[src/rtl/cmd_frame_sender_if.sv]
// Command, UART byte and response signals between the test
// sequencer side and cmd_frame_sender.
interface cmd_frame_sender_if;
  logic        cmd_valid;
  logic        cmd_ready;
  logic [7:0]  cmd_opcode;
  logic [31:0] cmd_payload;
  logic        cmd_expect_resp;
  logic        uart_tx_en;
  logic [7:0]  uart_tx_data;
  logic        uart_tx_busy;
  logic        uart_rx_valid;
  logic [7:0]  uart_rx_data;
  logic        resp_valid;
  logic [31:0] resp_data;
  logic        resp_timeout;

  modport master (
    output cmd_valid, cmd_opcode, cmd_payload,
    output cmd_expect_resp,
    output uart_tx_busy, uart_rx_valid, uart_rx_data,
    input  cmd_ready, uart_tx_en, uart_tx_data,
    input  resp_valid, resp_data, resp_timeout
  );

  modport slave (
    input  cmd_valid, cmd_opcode, cmd_payload,
    input  cmd_expect_resp,
    input  uart_tx_busy, uart_rx_valid, uart_rx_data,
    output cmd_ready, uart_tx_en, uart_tx_data,
    output resp_valid, resp_data, resp_timeout
  );
endinterface

[src/rtl/cmd_frame_sender.sv]
// Serialises opcode + LE payload frames into a byte UART and
// optionally gathers a little-endian response with timeout.
module cmd_frame_sender #(
  parameter int CLK_FREQ       = 25000000,
  parameter int TIMEOUT_CYCLES = 250000,
  parameter int RESP_BYTES     = 4
) (
  input  logic              clk,
  input  logic              resetn,
  cmd_frame_sender_if.slave bus,
  output logic              busy
);
  localparam int TW = $clog2(TIMEOUT_CYCLES + 1);
  localparam logic [TW-1:0] T_LAST =
    TW'(TIMEOUT_CYCLES - 1);
  localparam logic [2:0] R_LAST = 3'(RESP_BYTES - 1);

  if (RESP_BYTES < 1 || RESP_BYTES > 4 ||
      TIMEOUT_CYCLES < 2 || CLK_FREQ < 1) begin : g_bad
    $error("cmd_frame_sender: bad parameters");
  end

  typedef enum logic [1:0] {
    IDLE, SEND, GAP, WAIT_RESP
  } state_t;

  state_t        state;
  logic [7:0]    op_q;
  logic [31:0]   pay_q;
  logic          exp_q;
  logic [2:0]    byte_idx;
  logic [2:0]    rx_idx;
  logic [TW-1:0] timer;
  logic [7:0]    frame_byte;

  assign bus.cmd_ready = (state == IDLE) && resetn;
  assign busy = (state != IDLE);

  always_comb begin
    frame_byte = pay_q[31:24];
    case (byte_idx)
      3'd0:    frame_byte = op_q;
      3'd1:    frame_byte = pay_q[7:0];
      3'd2:    frame_byte = pay_q[15:8];
      3'd3:    frame_byte = pay_q[23:16];
      default: frame_byte = pay_q[31:24];
    endcase
  end

  always_ff @(posedge clk or negedge resetn) begin
    if (!resetn) begin
      state            <= IDLE;
      op_q             <= '0;
      pay_q            <= '0;
      exp_q            <= 1'b0;
      byte_idx         <= '0;
      rx_idx           <= '0;
      timer            <= '0;
      bus.uart_tx_en   <= 1'b0;
      bus.uart_tx_data <= '0;
      bus.resp_valid   <= 1'b0;
      bus.resp_data    <= '0;
      bus.resp_timeout <= 1'b0;
    end else begin
      bus.uart_tx_en <= 1'b0;
      unique case (state)
        IDLE: begin
          if (bus.cmd_valid) begin
            op_q     <= bus.cmd_opcode;
            pay_q    <= bus.cmd_payload;
            exp_q    <= bus.cmd_expect_resp;
            byte_idx <= '0;
            state    <= SEND;
          end
        end
        SEND: begin
          if (!bus.uart_tx_busy) begin
            bus.uart_tx_en   <= 1'b1;
            bus.uart_tx_data <= frame_byte;
            state            <= GAP;
          end
        end
        GAP: begin
          if (byte_idx != 3'd4) begin
            byte_idx <= byte_idx + 3'd1;
            state    <= SEND;
          end else if (exp_q) begin
            rx_idx        <= '0;
            timer         <= '0;
            bus.resp_data <= '0;
            state         <= WAIT_RESP;
          end else begin
            state <= IDLE;
          end
        end
        WAIT_RESP: begin
          // Stay one extra cycle so cmd_ready is low during the pulse
          if (bus.resp_valid || bus.resp_timeout) begin
            bus.resp_valid   <= 1'b0;
            bus.resp_timeout <= 1'b0;
            state            <= IDLE;
          end else if (bus.uart_rx_valid) begin
            bus.resp_data[{rx_idx[1:0], 3'b000} +: 8] <=
              bus.uart_rx_data;
            rx_idx <= rx_idx + 3'd1;
            timer  <= '0;
            if (rx_idx == R_LAST)
              bus.resp_valid <= 1'b1;
          end else if (timer == T_LAST) begin
            bus.resp_timeout <= 1'b1;
          end else begin
            timer <= timer + 1'b1;
          end
        end
        default: state <= IDLE;
      endcase
    end
  end
endmodule

[src/flat_wrapper.sv]
// flat-port wrapper written by rule: the top's interface ports become plain ports
module cmd_frame_sender_flat 
#(
  parameter int CLK_FREQ       = 25000000,
  parameter int TIMEOUT_CYCLES = 250000,
  parameter int RESP_BYTES     = 4
)
  (clk, resetn, busy, bus_cmd_valid, bus_cmd_opcode, bus_cmd_payload, bus_cmd_expect_resp, bus_uart_tx_busy, bus_uart_rx_valid, bus_uart_rx_data, bus_cmd_ready, bus_uart_tx_en, bus_uart_tx_data, bus_resp_valid, bus_resp_data, bus_resp_timeout);
  cmd_frame_sender_if bus_i ();
  input  logic clk;
  input  logic resetn;
  output logic busy;
  input wire logic [$bits(bus_i.cmd_valid)-1:0] bus_cmd_valid;
  input wire logic [$bits(bus_i.cmd_opcode)-1:0] bus_cmd_opcode;
  input wire logic [$bits(bus_i.cmd_payload)-1:0] bus_cmd_payload;
  input wire logic [$bits(bus_i.cmd_expect_resp)-1:0] bus_cmd_expect_resp;
  input wire logic [$bits(bus_i.uart_tx_busy)-1:0] bus_uart_tx_busy;
  input wire logic [$bits(bus_i.uart_rx_valid)-1:0] bus_uart_rx_valid;
  input wire logic [$bits(bus_i.uart_rx_data)-1:0] bus_uart_rx_data;
  output wire logic [$bits(bus_i.cmd_ready)-1:0] bus_cmd_ready;
  output wire logic [$bits(bus_i.uart_tx_en)-1:0] bus_uart_tx_en;
  output wire logic [$bits(bus_i.uart_tx_data)-1:0] bus_uart_tx_data;
  output wire logic [$bits(bus_i.resp_valid)-1:0] bus_resp_valid;
  output wire logic [$bits(bus_i.resp_data)-1:0] bus_resp_data;
  output wire logic [$bits(bus_i.resp_timeout)-1:0] bus_resp_timeout;
  assign bus_i.cmd_valid = bus_cmd_valid;
  assign bus_i.cmd_opcode = bus_cmd_opcode;
  assign bus_i.cmd_payload = bus_cmd_payload;
  assign bus_i.cmd_expect_resp = bus_cmd_expect_resp;
  assign bus_i.uart_tx_busy = bus_uart_tx_busy;
  assign bus_i.uart_rx_valid = bus_uart_rx_valid;
  assign bus_i.uart_rx_data = bus_uart_rx_data;
  assign bus_cmd_ready = bus_i.cmd_ready;
  assign bus_uart_tx_en = bus_i.uart_tx_en;
  assign bus_uart_tx_data = bus_i.uart_tx_data;
  assign bus_resp_valid = bus_i.resp_valid;
  assign bus_resp_data = bus_i.resp_data;
  assign bus_resp_timeout = bus_i.resp_timeout;
  cmd_frame_sender #(.CLK_FREQ(CLK_FREQ), .TIMEOUT_CYCLES(TIMEOUT_CYCLES), .RESP_BYTES(RESP_BYTES)) u_core (.clk(clk), .resetn(resetn), .bus(bus_i), .busy(busy));
endmodule
[config.mk]
export PLATFORM = sky130hd
export DESIGN_NAME = cmd_frame_sender_flat
export DESIGN_NICKNAME = d
export VERILOG_FILES = /design/src/rtl/cmd_frame_sender_if.sv /design/src/rtl/cmd_frame_sender.sv /design/src/flat_wrapper.sv
export SDC_FILE = /design/constraint.sdc
export NUM_CORES = 1
export LEC_CHECK = 0
export BUFFER_PORTS_ARGS = -buffer_cell sky130_fd_sc_hd__buf_4
export CELL_PAD_IN_SITES_DETAIL_PLACEMENT = 1
export CELL_PAD_IN_SITES_GLOBAL_PLACEMENT = 1
export CORE_MARGIN = 2
export CORE_UTILIZATION = 39
export CTS_CLUSTER_DIAMETER = 80
export DETAILED_ROUTE_END_ITERATION = 10
export PLACE_DENSITY = 0.83
export SYNTH_ARGS = -nofsm -noshare
export SYNTH_HDL_FRONTEND = slang
export SYNTH_SLANG_ARGS = --single-unit
[constraint.sdc]
create_clock -name clk -period 1.9 [get_ports clk]
set_clock_uncertainty 0.1 [all_clocks]
set_input_delay 0.38 -clock clk [delete_from_list [all_inputs] [get_ports clk]]
set_output_delay 0.38 -clock clk [all_outputs]
set_load 0.02 [all_outputs]
* Yosys cells after proc, flatten, opt, wreduce, memory -nomap -nowiden *
Index checks and enable logic that the tools add are counted.

storage, ports and cells
  memory bits (read-only) = 0
  bits in registers = 110
  RAM bits = 0
  logic and storage cells = 91
  output and inout port bits = 45
  input port bits = 54
  memories kept = 0
  bits in latches = 0

cells by class
  div/mod/pow operators = 0
  bitwise operators = 1
  reductions and logical operators = 18
  shifts and indexed selects = 2
  $mul = 0
  $lt $le $gt $ge = 0
  multiplexer cells = 35
  equality and inequality tests = 19
  add/subtract/negate cells = 4

operator list
  kind                                                   number
  2-to-1 mux 32 bit                                      4
  2-to-1 mux 18 bit                                      5
  one-hot mux 32 bit (2 select lines)                    1
  one-hot mux 18 bit (2 select lines)                    1
  bitwise mux 32 bit                                     1
  one-hot mux 8 bit (4 select lines)                     1
  variable shift 8 x 7 -> 32 bit, first input constant   1
  variable part select 8 x 7 -> 32 bit                   1
  adder 18 x 1 -> 18 bit, second input constant          1
  == test 18 bit, second input constant                  1
  2-to-1 mux 3 bit                                       6
  one-hot mux 3 bit (2 select lines)                     2
  AND reduction 3 bit                                    4
  nonzero test 2 bit                                     6
  2-to-1 mux 2 bit                                       5
  inequality test 2 bit, second input constant           5
  AND reduction 5 bit                                    2
  == test 3 x 2 -> 1 bit, second input constant          3
  2-to-1 mux 1 bit                                       8
  inequality test 2 x 1 -> 1 bit, second input constant  4
  one-hot mux 2 bit (4 select lines)                     1
  negation 5 -> 7 bit                                    1
  adder 3 x 1 -> 3 bit, second input constant            2
  inequality test 3 bit, second input constant           2
  other kinds (9)                                        11

* Longest topological paths before layout *
Gate-level depths: netlist of the first run.

  depth after elaboration = 6
  mapped depth = 8
  mapped depth without buffers = 7

* Least setup slack after synthesis of the first run *
Ideal clock, no wire load.

  path type = register -> register
  start = register u_core.timer[13]
  end = register u_core.timer[0]
  setup time = 0.127 ns
  path buffers = 0
  path slack = -0.066 ns
  required time = 1.673 ns
  arrival time = 1.738 ns
  cell stages (with the launch flop) = 6
  cells stage by stage = dfrtp_1 > or4b_1 > nor4_2 > nand4_2 > nand2b_2 > mux2_1

between the ends
  longest elaborated chain between the ends = 3

RTL lines
  element                                 RTL line                 text
  from (decl)                             cmd_frame_sender.sv:33   logic [TW-1:0] timer;
  from (signal assigned)                  cmd_frame_sender.sv:112  timer <= timer + 1'b1;
  == test 18 bit                          cmd_frame_sender.sv:109  end else if (timer == T_LAST) begin
  inequality test 3 bit (no source line)  --
  AND reduction 5 bit (no source line)    --

Every way passes these cells.
A chain may end at the register's enable or synchronous reset.

* Worst setup path in the final report of the first run *
  start = register u_core.byte_idx[0]
  end = register u_core.bus.resp_data[17]

between the ends
  longest elaborated chain between the ends = 3

RTL lines
  element                                 RTL line                   text
  from (decl)                             cmd_frame_sender.sv:31     logic [2:0] byte_idx;
  from (signal assigned)                  cmd_frame_sender.sv:85     byte_idx <= byte_idx + 3'd1;
  inequality test 3 bit                   cmd_frame_sender.sv:84     if (byte_idx != 3'd4) begin
  inequality test 2 bit (no source line)  --
  AND reduction 5 bit (no source line)    --
  to (signal, indexed assignment)         cmd_frame_sender.sv:103    bus.resp_data[{rx_idx[1:0], 3'b000} +: 8] <=
  to (decl)                               cmd_frame_sender_if.sv:31  output resp_valid, resp_data, resp_timeout

Every way passes these cells.

==> flow_summary.yaml, run 1 <==
detailed_routing:
  drc: 0
  drt_iter0_markers: 301
  top_layer: "met4"
  firstDrtPassIters: 5
  wire_per_inst_um: 21.5
  met1_length_mm: 6.86
  met2WireLength_mm: 8.93
  wirelength_mm: 17.0
  ant_nets: 0
  wl_met3_um: 766
  vias_per_cell: 5.67
  vias: 4471
timing:
  setup_tns_ns: -1.39
  setup_violations: 46
  final.min_clock_period_ns: 1.97
  period_share_pct: 104
  setup_ws_ns: -0.0679
  slew_viol_final: 0
  fmax_ghz: 0.508
  rsz0062_at_grt: "yes"
  relSlewSlack_pct: 51.6
  holdWs_ns: 0.145
  max_slew.worst_pin.slew_ns: 0.726
  hold_violations: 0
placed_design:
  dp_hpwl_mm: 10.6
  pre_cts_ws_ns: -0.249
  gp_congestion: 0.819
  dpl_cell_area_mm2: 0.00622
  numPlacedInstances: 767
  place.port_buffers: 98
power_and_ir_drop:
  pwr-share-clk_pct: 18.4
  intPower_mw: 6.13
  irDropWorstVdd_mv: 0.554
  power_density_mw_per_mm2: 1440
  p_sw_share_pct: 38.9
  seqPwrFrac_pct: 36.5
  p_leak_nw: 3.27
  power_frac_comb_pct: 45.1
  switching_power_mw: 3.90
grt:
  grt_overflow_total: 0
  grtUsageTotal_pct: 22.5
  antenna_found_initial: 0
  grt_pass1_wl_mm: 25.2
  grt_pass1_vias: 4746
  grt_start_max_net_pins: 56
clocking:
  clockBufferDepth: 2
  clock_latency_ns: 0.36
  cts-htree-levels: 3
  cts_made_buffers: 9
  cts_sinks: 110
  cts_tree: "done"
  clk_pin_slew_worst_paths_ns: 0.08
  root_buffer: "clkbuf_16"
worst_hold_path:
  hold_depth: 2
  min_path_type: "in -> reg"
synthesis:
  ys_seq_area_share_pct: 54.2
  synth_nets: 551
  ys_seq_elements: 110
  synth_area_mm2: 0.00508
  syn_inst: 484
  ys.flop_type: "dfrtp_1"
  ys_async_sr_fraction_pct: 100
  avgSynthCellArea_um2: 10.5
  synth_edf_count: 0
  ys_types: 47
  yosysWarnings: 0
setup_path:
  critPathMaxFanout: 8
  crit_required_ns: 2.04
  worstSetupPathType: "reg -> reg"
  critical_path_arrival_ns: 2.11
  cp-start-kind: "flop"
  worst_setup_path_end_kind: "flop"
  timing.reg2reg.worst_path_depth: 8
cells_and_area:
  finalNonFillerCells: 789
  nFillCells: 1374
  areaGrowthSynthToFinish_pct: 37.2
  fin_area_mm2: 0.00697
  final_common_cell: "buf_4"
  diodes: 0
  drive_gt1_share_pct: 45.1
  fin_nets: 680
  final_cell_mix: "130 x buf_4, 108 x dfrtp_1, 59 x nand2_1"
job:
  cap_violations: 0
run_status:
  outcome: "complete, but fails checks"
  violations: "negative setup slack"
floorplanning:
  die_area_mm2: 0.0140
  dieHeight_um: 118
  initial_core_util_pct: 40.1
  die_w_um: 118
  rows: 41
  ios: 99
  coreArea_mm2: 0.0127
==> worst max-delay path: stages (launching register included) <==
cell and delay [ns]:
dfrtp_1 0.42, inv_2 0.13, ha_4 0.19, and2_4 0.17
a41oi_4 0.18, buf_6 0.19, or2_4 0.30, nand2_1 0.09
nand2_1 0.06
==> routing by layer <==
metal  GRT usage [%]  up-vias
met5               0        -
met4            7.30        0
met3            3.88       38
met2            39.6      146
met1            28.0     2303
li1                -     1984
==> flip-flops by register name, summed over array words and instances (netlist names) <==
| register | cells |
|---|---|
| u_core.bus.uart_tx_data | 8 |
| u_core.timer | 18 |
| u_core.rx_idx | 3 |
| u_core.state | 2 |
| u_core.bus.resp_valid | 1 |
| u_core.exp_q | 1 |
| u_core.bus.resp_timeout | 1 |
| u_core.bus.uart_tx_en | 1 |
| u_core.byte_idx | 3 |
| u_core.pay_q | 32 |
| u_core.bus.resp_data | 32 |
| u_core.op_q | 8 |
==> through the flow <==
stage                     utilization (%)  power [mW]
after floorplan                         -        5.72
after global routing                 55.0        10.5
after global placement               49.1        6.97
final                                55.0        10.0
after detailed placement             49.1        7.20
after CTS                            52.5        9.37
==> cell usage after synthesis, drive strengths merged (4+ instances only) <==
master,instances,share of area [%]
and3,4,0.49
o21ai,25,2.5
nand3,41,4.0
mux2,43,9.5
nor2,35,2.6
ha,13,3.2
a222oi,8,1.6
nand4,7,0.99
a221oi,8,1.4
clkbuf,11,0.81
buf,13,1.4
or2,5,0.62
inv,10,0.74
o31ai,7,1.0
a21oi,19,1.9
a31oi,5,0.62
nand2,83,6.1
dfrtp,110,54
nor3,5,0.59
==> layout make-up <==
class / count / area [um^2] / area share [%]
Clock buffer: 11 / 253 / 3.63
Multi-Input combinational cell: 340 / 2540 / 36.4
Tap cell: 172 / 215 / 3.09
Timing Repair Buffer: 142 / 1140 / 16.3
Sequential cell: 110 / 2760 / 39.5
Inverter: 10 / 37.5 / 0.539
Clock inverter: 4 / 32.5 / 0.467
==> final timing paths <==
path | end | slack (ns) | startpoint
hold reg to reg | u_core.bus.resp_data[25]$_DFFE_PN0P_ | 0.38 | u_core.bus.resp_data[25]$_DFFE_PN0P_
setup / recovery | u_core.bus.resp_data[17]$_DFFE_PN0P_ | -0.07 | u_core.byte_idx[0]$_DFFE_PN0P_
setup reg to reg | u_core.bus.resp_data[17]$_DFFE_PN0P_ | -0.07 | u_core.byte_idx[0]$_DFFE_PN0P_
min in group asynchronous | u_core.exp_q$_DFFE_PN0P_ | 0.25 | resetn
hold / removal | u_core.op_q[5]$_DFFE_PN0P_ | 0.14 | bus_cmd_opcode[5]
max in group asynchronous | u_core.timer[6]$_DFFE_PN0P_ | 0.56 | resetn
==> power groups by stage <==
stage | clock [mW] | combinational (mW) | sequential [mW]
6_report | 1.85 | 4.52 | 3.66
5_1_grt | 1.97 | 4.83 | 3.73
4_1_cts | 1.84 | 3.95 | 3.57
3_5_place_dp | 0 | 3.62 | 3.59
3_3_place_gp | 0 | 3.45 | 3.52
2_1_floorplan | 0 | 2.08 | 3.64
==> repair_timing <==
action,CTS,global route
hold buffers,1,0
hold endpoints to repair,1,0
pin swaps,9,48
setup buffers,1,4
gates resized for setup,35,69
endpoints found under the setup margin,51,61
gates cloned,1,1
==> kinds of logic (layout without fill, tap and decap cells) <==
| kind of cell | Yosys count | count (layout) | share of synthesized area [%] |
|---|---|---|---|
| AO/OA/AOI/OAI | 82 | 82 | 10.9 |
| multiplexers | 46 | 46 | 10.1 |
| flip-flops | 110 | 110 | 54.2 |
| adder cells (fa/ha/maj) | 13 | 13 | 3.20 |
| buffers and inverters | 34 | 167 | 2.93 |
| AND/OR/NAND/NOR | 199 | 199 | 18.7 |
Power figures use the tool's default switching activity.
==> run 2, diff against run 1 <==
- CORE_UTILIZATION: 39 -> 43
- PLACE_DENSITY: 0.83 -> 0.87
- clock period: 1.9 -> 2 ns (I/O delays scaled with it)
==> flow_summary.yaml, run 2 (synthesis results as in run 1) <==
cells_and_area:
  top_regs: "u_core.bus.resp_data: 32 flops, u_core.pay_q: 32 flops, u_core.timer: 18 flops"
  nFillCells: 1223
  multiInputGateArea_mm2: 0.00232
  finish.utilization_pct: 58.5
  drive_gt1_share_pct: 37.1
  final_common_cell: "buf_4"
  finalNonFillerCells: 752
  diodes: 0
  fin_nets: 671
  final_cell_mix: "124 x buf_4, 107 x dfrtp_1, 83 x nand2_1"
  seq_area_mm2: 0.00276
  areaGrowthSynthToFinish_pct: 32.0
floorplanning:
  initial_core_util_pct: 44.3
  coreArea_mm2: 0.0115
  die_area_mm2: 0.0127
  die_w_um: 113
  dieHeight_um: 113
  ios: 99
  rows: 39
timing:
  rsz0062_at_grt: "yes"
  final.min_clock_period_ns: 2.01
  holdWs_ns: -0.0367
  setup_ws_ns: -0.0104
  fmax_ghz: 0.497
  period_share_pct: 101
  slew_viol_final: 0
  relSlewSlack_pct: 56.5
  hold_violations: 8
  max_slew.worst_pin.slew_ns: 0.653
  setup_violations: 1
clocking:
  cts-htree-levels: 3
  clockBufferDepth: 2
  clock_latency_ns: 0.37
  cts_hold_buf: 0
  cts_made_buffers: 9
  clk_pin_slew_worst_paths_ns: 0.07
  cts_sinks: 110
  cts_tree: "done"
  root_buffer: "clkbuf_16"
detailed_routing:
  ant_nets: 0
  firstDrtPassIters: 6
  vias_per_cell: 5.83
  drc: 0
  wirelength_mm: 16.7
  vias: 4382
  wire_per_inst_um: 22.2
  drt_iter0_markers: 343
setup_path:
  worstSetupPathType: "reg -> reg"
  worst_setup_path_end_kind: "flop"
  cp-start-kind: "flop"
  timing.reg2reg.worst_path_depth: 8
  crit_required_ns: 2.17
  critPathMaxFanout: 10
  crit_path_start: "u_core.byte_idx[0]$_DFFE_PN0P_"
  crit_path_end: "u_core.bus.uart_tx_data[3]$_DFFE_PN0P_"
  rr_startpoint: "u_core.byte_idx[0]$_DFFE_PN0P_"
  rr_endpoint: "u_core.bus.uart_tx_data[3]$_DFFE_PN0P_"
  rrSetupSlack_ns: -0.01
  critical_path_arrival_ns: 2.18
run_status:
  outcome: "complete, but fails checks"
  violations: "negative hold slack, negative setup slack"
power_and_ir_drop:
  p_leak_nw: 3.21
  seqPwrFrac_pct: 36.7
  pwr-share-clk_pct: 20.0
  irDropWorstVdd_mv: 0.897
  intPower_mw: 5.83
  power_density_mw_per_mm2: 1400
  power_frac_comb_pct: 43.3
  switching_power_mw: 3.58
  p_sw_share_pct: 38.1
placed_design:
  dp_hpwl_mm: 10.6
  gp_congestion: 0.806
  place.port_buffers: 98
  numPlacedInstances: 730
grt:
  grt_overflow_total: 0
  grtUsageTotal_pct: 26.3
  antenna_found_initial: 0
  grt_start_max_net_pins: 111
  grt_pass1_vias: 4855
  grt_pass1_wl_mm: 26.0
worst_hold_path:
  min_path_type: "in -> async"
job:
  cap_violations: 0
## run 2: changes by cell type in the layout (fill, tap and decap cells not counted), moves of 3 or more
cell	change
a21oi_1	+3
nand2_1	+24
nand2_2	-23
o21ai_1	-4
a221oi_1	+3
a21oi_2	-4
buf_6	-6
o21ai_0	+6
nand3_2	-5
buf_4	-6
nand3_1	+5
## run 2: stage by stage
stage / setup slack (ns) / power (mW) / hold slack [ns] / cell area [um^2] / TNS, ns
global route: -0.0578 / 9.89 / 0.0699 / 6700 / -0.335
CTS: 0.000832 / 9.00 / 0.0640 / 6550 / 0
floorplan: 0.0344 / 5.43 / 0.00441 / 5080 / 0
finish: -0.0104 / 9.41 / -0.0367 / 6700 / -0.0104
global placement: 0.0431 / 6.52 / 0.356 / 6140 / 0
detailed placement: -0.172 / 6.81 / 0.361 / 6140 / -3.94
## run 2: routing by layer
metal  wire length [um]  track usage [%]  vias to the layer above
met5                  0                0                        -
li1                   -                -                     1970
met1               6450             31.9                     2242
met3                734             5.62                       40
met2               8970             45.9                      130
met4                531             10.5                        0
## run 2: worst min path at each step
stage | to | slack (ns) | cells after the start
floorplan | u_core.bus.resp_data[0]$_DFFE_PN0P_ | 0.004 | 0
global placement | u_core.bus.resp_data[27]$_DFFE_PN0P_ | 0.36 | 2
detailed placement | u_core.bus.resp_data[13]$_DFFE_PN0P_ | 0.36 | 2
CTS | u_core.pay_q[0]$_DFFE_PN0P_ | 0.06 | 2
global route | u_core.exp_q$_DFFE_PN0P_ | 0.07 | 2
finish | u_core.exp_q$_DFFE_PN0P_ | -0.04 | 2
## run 2: power by group through the flow
stage	clock [mW]	combinational [mW]	sequential, mW
final	1.88	4.08	3.45
after global placement	0	3.16	3.36
after detailed placement	0	3.37	3.44
after floorplan	0	1.97	3.46
after CTS	1.90	3.69	3.41
after global routing	1.99	4.37	3.53
## run 2: area by class of cell
class / instances / share of cell area [%]
Clock buffer: 10 / 3.56
Clock inverter: 6 / 1.03
Inverter: 10 / 0.560
Multi-Input combinational cell: 340 / 34.6
Sequential cell: 110 / 41.1
Tap cell: 143 / 2.67
Timing Repair Buffer: 133 / 16.4
## run 2: worst max-delay path, stage by stage (launching register included)
cell and delay, ns:
dfrtp_1 0.39, inv_2 0.09, ha_4 0.18, buf_8 0.14
or3_4 0.40, a21oi_4 0.17, buf_8 0.17, a221oi_2 0.07
a21oi_1 0.20
## run 2: repair_timing
action                                  in CTS  in global routing
endpoints found under the setup margin      44                 52
cloned                                       1                  1
resized for setup                           13                 28
pin swaps                                    3                 16
buffers inserted                             2                  2
